--- config.mk ---
export PLATFORM = sky130hd
export DESIGN_NAME = cpu_seq_ctrl
export DESIGN_NICKNAME = d
export VERILOG_FILES = /design/src/rtl/cpu_seq_ctrl.sv
export SDC_FILE = /design/constraint.sdc
export NUM_CORES = 1
export LEC_CHECK = 0
export ABC_AREA = 1
export BUFFER_PORTS_ARGS = -buffer_cell sky130_fd_sc_hd__clkbuf_2
export CELL_PAD_IN_SITES_DETAIL_PLACEMENT = 0
export CELL_PAD_IN_SITES_GLOBAL_PLACEMENT = 2
export CORE_MARGIN = 5
export CORE_UTILIZATION = 27
export DETAILED_ROUTE_END_ITERATION = 10
export PLACE_DENSITY_LB_ADDON = 0.1
export SYNTH_ARGS = -nofsm -noshare
export SYNTH_HDL_FRONTEND = slang
export SYNTH_SLANG_ARGS = --single-unit
--- constraint.sdc ---
create_clock -name clk -period 7.5 [get_ports clk]
set_clock_uncertainty 0.2 [all_clocks]
set_input_delay 0.75 -clock clk [delete_from_list [all_inputs] [get_ports clk]]
set_output_delay 0.75 -clock clk [all_outputs]
set_load 0.05 [all_outputs]
--- src/rtl/cpu_seq_ctrl.sv ---
// -----------------------------------------------------------------------------
// cpu_seq_ctrl
//
// Multi-cycle sequencer for a simple non-pipelined CPU. Each instruction walks
// FETCH -> DECODE -> EXEC -> [MEM] -> WB and returns to FETCH. Memory requests
// are held stable until the memory answers with mem_ready or a wait timeout
// fires. Timeouts and misaligned data accesses park the sequencer in FAULT,
// which only rst can leave.
//
// Optional feature (macro CPU_SEQ_PERF_CNT_EN):
//   defined   -> cycle_cnt counts every non-FAULT cycle, instret_cnt counts
//                retired instructions, both 32-bit wrapping.
//   undefined -> both counter outputs are tied to 0 and no counter
//                registers exist.
//
// Parameters:
//   AW        address width (>= 3)
//   DW        data / instruction width
//   RESET_PC  PC after reset (word aligned)
//   TIMEOUT   maximum wait cycles per memory request (1..65535)
//
// Ports:
//   clk, rst                  clock, asynchronous active-high reset
//   ena                       run enable, sampled only in FETCH
//   mem_req/mem_we            memory request and write qualifier
//   mem_addr/mem_wdata        word address and store data
//   mem_ready/mem_rdata       completion strobe and read data
//   dec_mem_rd/wr, dec_gp_we  decoder controls for the current instruction
//   alu_addr/store_data       data address and store data from the datapath
//   next_pc                   PC of the following instruction
//   pc/instr/load_data        architectural PC, fetched word, load result
//   gpr_we/retired            one-cycle writeback and retire strobes in WB
//   state                     FSM encoding (FETCH=0 .. FAULT=5)
//   fault/fault_code          sticky fault flag and cause
//                             (01 fetch timeout, 10 misaligned, 11 data timeout)
//   cycle_cnt/instret_cnt     performance counters
// -----------------------------------------------------------------------------
module cpu_seq_ctrl #(
    parameter int          AW       = 32,
    parameter int          DW       = 32,
    parameter logic [AW-1:0] RESET_PC = '0,
    parameter int unsigned TIMEOUT  = 255
) (
    input  logic          clk,
    input  logic          rst,
    input  logic          ena,
    output logic          mem_req,
    output logic          mem_we,
    output logic [AW-1:0] mem_addr,
    output logic [DW-1:0] mem_wdata,
    input  logic          mem_ready,
    input  logic [DW-1:0] mem_rdata,
    input  logic          dec_mem_rd,
    input  logic          dec_mem_wr,
    input  logic          dec_gp_we,
    input  logic [AW-1:0] alu_addr,
    input  logic [DW-1:0] store_data,
    input  logic [AW-1:0] next_pc,
    output logic [AW-1:0] pc,
    output logic [DW-1:0] instr,
    output logic [DW-1:0] load_data,
    output logic          gpr_we,
    output logic          retired,
    output logic [2:0]    state,
    output logic          fault,
    output logic [1:0]    fault_code,
    output logic [31:0]   cycle_cnt,
    output logic [31:0]   instret_cnt
);

    typedef enum logic [2:0] {
        S_FETCH  = 3'd0,
        S_DECODE = 3'd1,
        S_EXEC   = 3'd2,
        S_MEM    = 3'd3,
        S_WB     = 3'd4,
        S_FAULT  = 3'd5
    } state_t;

    localparam logic [1:0] FC_FETCH_TO  = 2'b01;
    localparam logic [1:0] FC_MISALIGN  = 2'b10;
    localparam logic [1:0] FC_DATA_TO   = 2'b11;

    // Clears the byte-offset bits of any address leaving the block.
    localparam logic [AW-1:0] ALIGN_MASK  = {{(AW-2){1'b1}}, 2'b00};
    localparam logic [15:0]   TIMEOUT_CNT = 16'(TIMEOUT);

    // -------------------------------------------------------------------------
    // State and registered outputs
    // -------------------------------------------------------------------------
    state_t        r_state;
    logic [AW-1:0] r_pc;
    logic [DW-1:0] r_instr;
    logic [DW-1:0] r_load_data;
    logic          r_mem_req;
    logic          r_mem_we;
    logic [AW-1:0] r_mem_addr;
    logic [DW-1:0] r_mem_wdata;
    logic          r_gpr_we;
    logic          r_retired;
    logic          r_fault;
    logic [1:0]    r_fault_code;
    logic [15:0]   r_wait_cnt;

    // -------------------------------------------------------------------------
    // Combinational helpers
    // -------------------------------------------------------------------------
    logic [15:0]   w_wait_next;
    logic          w_timeout;
    logic          w_is_mem;
    logic          w_misaligned;
    logic [AW-1:0] w_fetch_addr;
    logic [AW-1:0] w_data_addr;
    logic [AW-1:0] w_next_pc;

    assign w_wait_next  = r_wait_cnt + 16'd1;
    // A timeout needs the request still unanswered this cycle, so a mem_ready
    // arriving on the very cycle the count would hit TIMEOUT wins.
    assign w_timeout    = r_mem_req && !mem_ready && (w_wait_next == TIMEOUT_CNT);
    assign w_is_mem     = dec_mem_rd || dec_mem_wr;
    assign w_misaligned = (alu_addr[1:0] != 2'b00);
    assign w_fetch_addr = r_pc & ALIGN_MASK;
    assign w_data_addr  = alu_addr & ALIGN_MASK;
    assign w_next_pc    = next_pc & ALIGN_MASK;

    // -------------------------------------------------------------------------
    // Sequencer FSM
    // -------------------------------------------------------------------------
    // NOTE: every register here uses non-blocking assignment so that all
    // branches read the pre-edge values of the state, regardless of order.
    always_ff @(posedge clk or posedge rst) begin
        if (rst) begin
            r_state      <= S_FETCH;
            r_pc         <= RESET_PC;
            r_instr      <= '0;
            r_load_data  <= '0;
            r_mem_req    <= 1'b0;
            r_mem_we     <= 1'b0;
            r_mem_addr   <= '0;
            r_mem_wdata  <= '0;
            r_gpr_we     <= 1'b0;
            r_retired    <= 1'b0;
            r_fault      <= 1'b0;
            r_fault_code <= 2'b00;
            r_wait_cnt   <= '0;
        end else begin
            // NOTE: the strobes default low every cycle; only the edge that
            // enters WB raises them, which makes them exactly one cycle wide.
            r_gpr_we  <= 1'b0;
            r_retired <= 1'b0;

            if (r_mem_req && !mem_ready) begin
                r_wait_cnt <= w_wait_next;
            end

            case (r_state)
                S_FETCH: begin
                    if (!r_mem_req) begin
                        // Idle: mem_ready is ignored here, ena starts a fetch.
                        if (ena) begin
                            r_mem_req  <= 1'b1;
                            r_mem_we   <= 1'b0;
                            r_mem_addr <= w_fetch_addr;
                            r_wait_cnt <= '0;
                        end
                    end else if (mem_ready) begin
                        r_instr   <= mem_rdata;
                        r_mem_req <= 1'b0;
                        r_state   <= S_DECODE;
                    end else if (w_timeout) begin
                        r_mem_req    <= 1'b0;
                        r_fault      <= 1'b1;
                        r_fault_code <= FC_FETCH_TO;
                        r_state      <= S_FAULT;
                    end
                end

                S_DECODE: begin
                    r_state <= S_EXEC;
                end

                S_EXEC: begin
                    if (w_is_mem) begin
                        if (w_misaligned) begin
                            r_fault      <= 1'b1;
                            r_fault_code <= FC_MISALIGN;
                            r_state      <= S_FAULT;
                        end else begin
                            // Request is raised on entry to MEM so it is
                            // already stable during the first MEM cycle.
                            // A write wins when both rd and wr are set.
                            r_mem_req   <= 1'b1;
                            r_mem_we    <= dec_mem_wr;
                            r_mem_addr  <= w_data_addr;
                            r_mem_wdata <= store_data;
                            r_wait_cnt  <= '0;
                            r_state     <= S_MEM;
                        end
                    end else begin
                        r_gpr_we  <= dec_gp_we;
                        r_retired <= 1'b1;
                        r_state   <= S_WB;
                    end
                end

                S_MEM: begin
                    if (mem_ready) begin
                        if (!r_mem_we) begin
                            r_load_data <= mem_rdata;
                        end
                        r_mem_req <= 1'b0;
                        r_gpr_we  <= dec_gp_we;
                        r_retired <= 1'b1;
                        r_state   <= S_WB;
                    end else if (w_timeout) begin
                        r_mem_req    <= 1'b0;
                        r_fault      <= 1'b1;
                        r_fault_code <= FC_DATA_TO;
                        r_state      <= S_FAULT;
                    end
                end

                S_WB: begin
                    r_pc    <= w_next_pc;
                    r_state <= S_FETCH;
                end

                S_FAULT: begin
                    // Terminal until rst; mem_req is already low.
                    r_mem_req <= 1'b0;
                end

                default: begin
                    r_mem_req <= 1'b0;
                    r_fault   <= 1'b1;
                    r_state   <= S_FAULT;
                end
            endcase
        end
    end

    // -------------------------------------------------------------------------
    // Optional performance counters
    // -------------------------------------------------------------------------
`ifdef CPU_SEQ_PERF_CNT_EN
    logic [31:0] r_cycle_cnt;
    logic [31:0] r_instret_cnt;

    always_ff @(posedge clk or posedge rst) begin
        if (rst) begin
            r_cycle_cnt   <= '0;
            r_instret_cnt <= '0;
        end else begin
            if (r_state != S_FAULT) begin
                r_cycle_cnt <= r_cycle_cnt + 32'd1;
            end
            if (r_retired) begin
                r_instret_cnt <= r_instret_cnt + 32'd1;
            end
        end
    end

    assign cycle_cnt   = r_cycle_cnt;
    assign instret_cnt = r_instret_cnt;
`else
    assign cycle_cnt   = '0;
    assign instret_cnt = '0;
`endif

    // -------------------------------------------------------------------------
    // Output mapping
    // -------------------------------------------------------------------------
    assign mem_req    = r_mem_req;
    assign mem_we     = r_mem_we;
    assign mem_addr   = r_mem_addr;
    assign mem_wdata  = r_mem_wdata;
    assign pc         = r_pc;
    assign instr      = r_instr;
    assign load_data  = r_load_data;
    assign gpr_we     = r_gpr_we;
    assign retired    = r_retired;
    assign state      = r_state;
    assign fault      = r_fault;
    assign fault_code = r_fault_code;

endmodule
==> flow_summary.yaml <==
outcome:
  status: "finished clean"
final_layout:
  regArea_um2: 4550
  fin_cells: 1552
  area_growth_pct: 26.7
  num-nets-final: 1280
  drive_gt1_frac: 0.391
  multi_input_area_um2: 3160
  nFillCells: 3232
  antennaDiodeCount: 0
  utilization: 0.347
power:
  p_comb_frac: 0.536
  pwr-share-clk: 0.166
  swShare: 0.537
  p_switching_mw: 3.04
  seqPwrFrac: 0.299
  leakagePower_nw: 5.62
  power.density_nw_per_um2: 533
  internal_power_mw: 2.62
  ir_worst_vdd_mv: 0.181
global_routing:
  grt_util_all_layers: 0.138
  antenna_found_initial: 2
  grt_pass1_vias: 6552
  grt_overflow_total: 0
  grt_max_degree: 120
  grt_pass1_wl_um: 37500
logic_synthesis:
  synth-seq-cells: 182
  avgSynthCellArea_um2: 9.79
  syn-cell-area_um2: 8370
  synth_enable_flop_cells: 0
  async_flop_share: 1.00
  yosysSeqAreaShare: 0.544
  post-synth-top-count-cell: "dfrtp_1"
  synth_common_cells: "dfrtp_1, nand2_1, nor2_1, o21ai_0, buf_4"
  yosysWarningCount: 0
  synth.distinct_cells: 35
  synth_area_leaders: "dfrtp_1, mux2_2, nand2_1"
  synth_top_area_share: 0.544
  synth_area_leader_cell: "dfrtp_1"
  synth_cells: 855
  synth_flop_cell: "dfrtp_1"
timing:
  slew_headroom: 0.316
  fmax_mhz: 338
  rsz0062_at_grt: "no"
  holdWs_ps: 270
  layout_min_cycle_time_ps: 2960
  setup_violations: 0
  period_share: 0.395
  tns_ps: 0
  slew_violations: 0
  max_slew.worst_pin.slew_ps: 1020
  hold_viol: 0
worst_setup_path:
  reg2regPathDepth: 9
  arrival_ps: 3110
  r2r-end: "r_wait_cnt[9]"
  rr_startpoint: "state[0]"
  critPathKind: "flop to flop"
  rrSetupSlack_ps: 4540
  slowest_stage: "buf_4"
  path_depth: 9
  crit_start: "state[0]"
  cpPeakStageDelay_ps: 640
  worstSetupEndpoint: "r_wait_cnt[9]"
  crit_chain: "nor2_2 > nand2_1 > buf_4 > nor2_1 > nor2_2 > inv_2 > buf_4 > o21ai_0 > a31oi_1"
  end_kind: "flop"
  cp_max_fo: 55
  required_ps: 7650
  startpoint_type: "flop"
  cp_top_family: "buffers and inverters"
  crit_buf_inv: 3
place:
  dp_hpwl_um: 17700
  io_buffers: 298
  routabilityCongestion: 0.708
  place_inst: 1520
min_path:
  holdPathStages: 2
  min_path_type: "flop to flop"
clock_network:
  clk_pin_slew_ps: 70
  clk_latency_ps: 430
  tritoncts: "yes"
  cts_max_level: 4
  post_cts_buffers: 0
  cts_buffers: 17
  hold_buffers: 0
  cts_resized: 0
  clock_path_buffers: 2
  cts_num_sinks: 182
  root_buffer: "clkbuf_16"
floorplan:
  io_pins: 369
  die_w_um: 186
  row_count: 64
  fp.dieH_um: 186
  core_area_um2: 30600
  initial_core_util: 0.274
  die-area_um2: 34600
routing:
  dr.first_iter.drc_count: 228
  drtPass1Iterations: 4
  detail_route.wl_per_cell_um: 15.7
  route.detailed.drc: 0
  vias: 6324
  antenna_left: 0
  totalWireLength_um: 24400
  viasPerCell: 4.07
job:
  cap_violations: 0
[placed cells by master, fill, tap and decap left out, types with 5 or more instances in the layout]
cell type  netlist  layout
conb_1           1      68
o21ai_0         75      75
nor2_1          87      87
nand2_2          6       7
clkbuf_2         0     298
nor2_2           8       8
nand2_1        174     173
dfrtp_1        182     182
inv_2            8       8
o31ai_1          8       8
mux2_2          62      62
clkbuf_16        0      17
nand3_1         18      17
a21oi_1          6       6
inv_6            0       5
o31ai_2         22      22
o211ai_1         6       6
nand4_1          5       5
buf_4           69       6
nor2_4           5       5
inv_1           57      56
[logic make-up after synthesis]
| group | after synthesis | synth area share |
|---|---|---|
| AOI/OAI and AO/OA | 125 | 0.101 |
| adders and majority gates | 2 | 0.00299 |
| buffers and inverters | 168 | 0.110 |
| DFF | 182 | 0.544 |
| muxes | 62 | 0.0834 |
| other | 1 | 0.000448 |
| and+or+nand+nor | 315 | 0.158 |
[registers in the layout (all words and copies together) (netlist names)]
signal      flops
mem_addr       30
gpr_we          1
load_data      32
pc             30
fault           1
fault_code      2
mem_we          1
retired         1
instr          32
mem_req         1
r_wait_cnt     16
state           3
mem_wdata      32
[worst min-delay path by stage]
stage                        start        endpoint  slack, ps
finish                       fault           fault        270
global route          mem_addr[26]    mem_addr[26]        310
CTS                          fault           fault        280
detailed placement           fault           fault        260
global placement             fault           fault        250
floorplan           r_wait_cnt[13]  r_wait_cnt[13]        330
[metrics by stage]
stage / setup WS, ps / power (mW) / cell area (µm²)
finish: 4540 / 5.66 / 10600
global route: 4200 / 6.02 / 10600
CTS: 4410 / 5.76 / 10600
detailed placement: 4260 / 4.80 / 10000
global placement: 4230 / 4.79 / 10000
floorplan: 1610 / 4.07 / 8630
[routing by layer]
metal / up-vias / global-route usage / part of all wire
li1: 3204 / - / -
met1: 2912 / 0.164 / 0.41
met2: 190 / 0.237 / 0.49
met3: 16 / 0.0557 / 0.091
met4: 2 / 0.0312 / 0.0093
met5: - / 0 / 0.00053
[tightest hold or removal path: stages, from the launching register on]
cell and delay (ps):
dfrtp_1 350, inv_1 40, nand2_1 50
[layout make-up]
type	instances	share of cell area
flip-flops and latches	182	0.429
clock inverters	14	0.0171
multi-input cells	572	0.298
well taps	396	0.0467
repair buffers	304	0.145
inverters	66	0.0241
clock buffers	18	0.0404
[power groups by stage]
stage	clock, mW	combinational [mW]	sequential (mW)
floorplan	0	0.978	3.10
global placement	0	3.09	1.70
detailed placement	0	3.09	1.71
CTS	0.977	3.09	1.70
global route	1.01	3.26	1.75
finish	0.937	3.03	1.69
No activity file was read; power rests on OpenSTA's default activity.
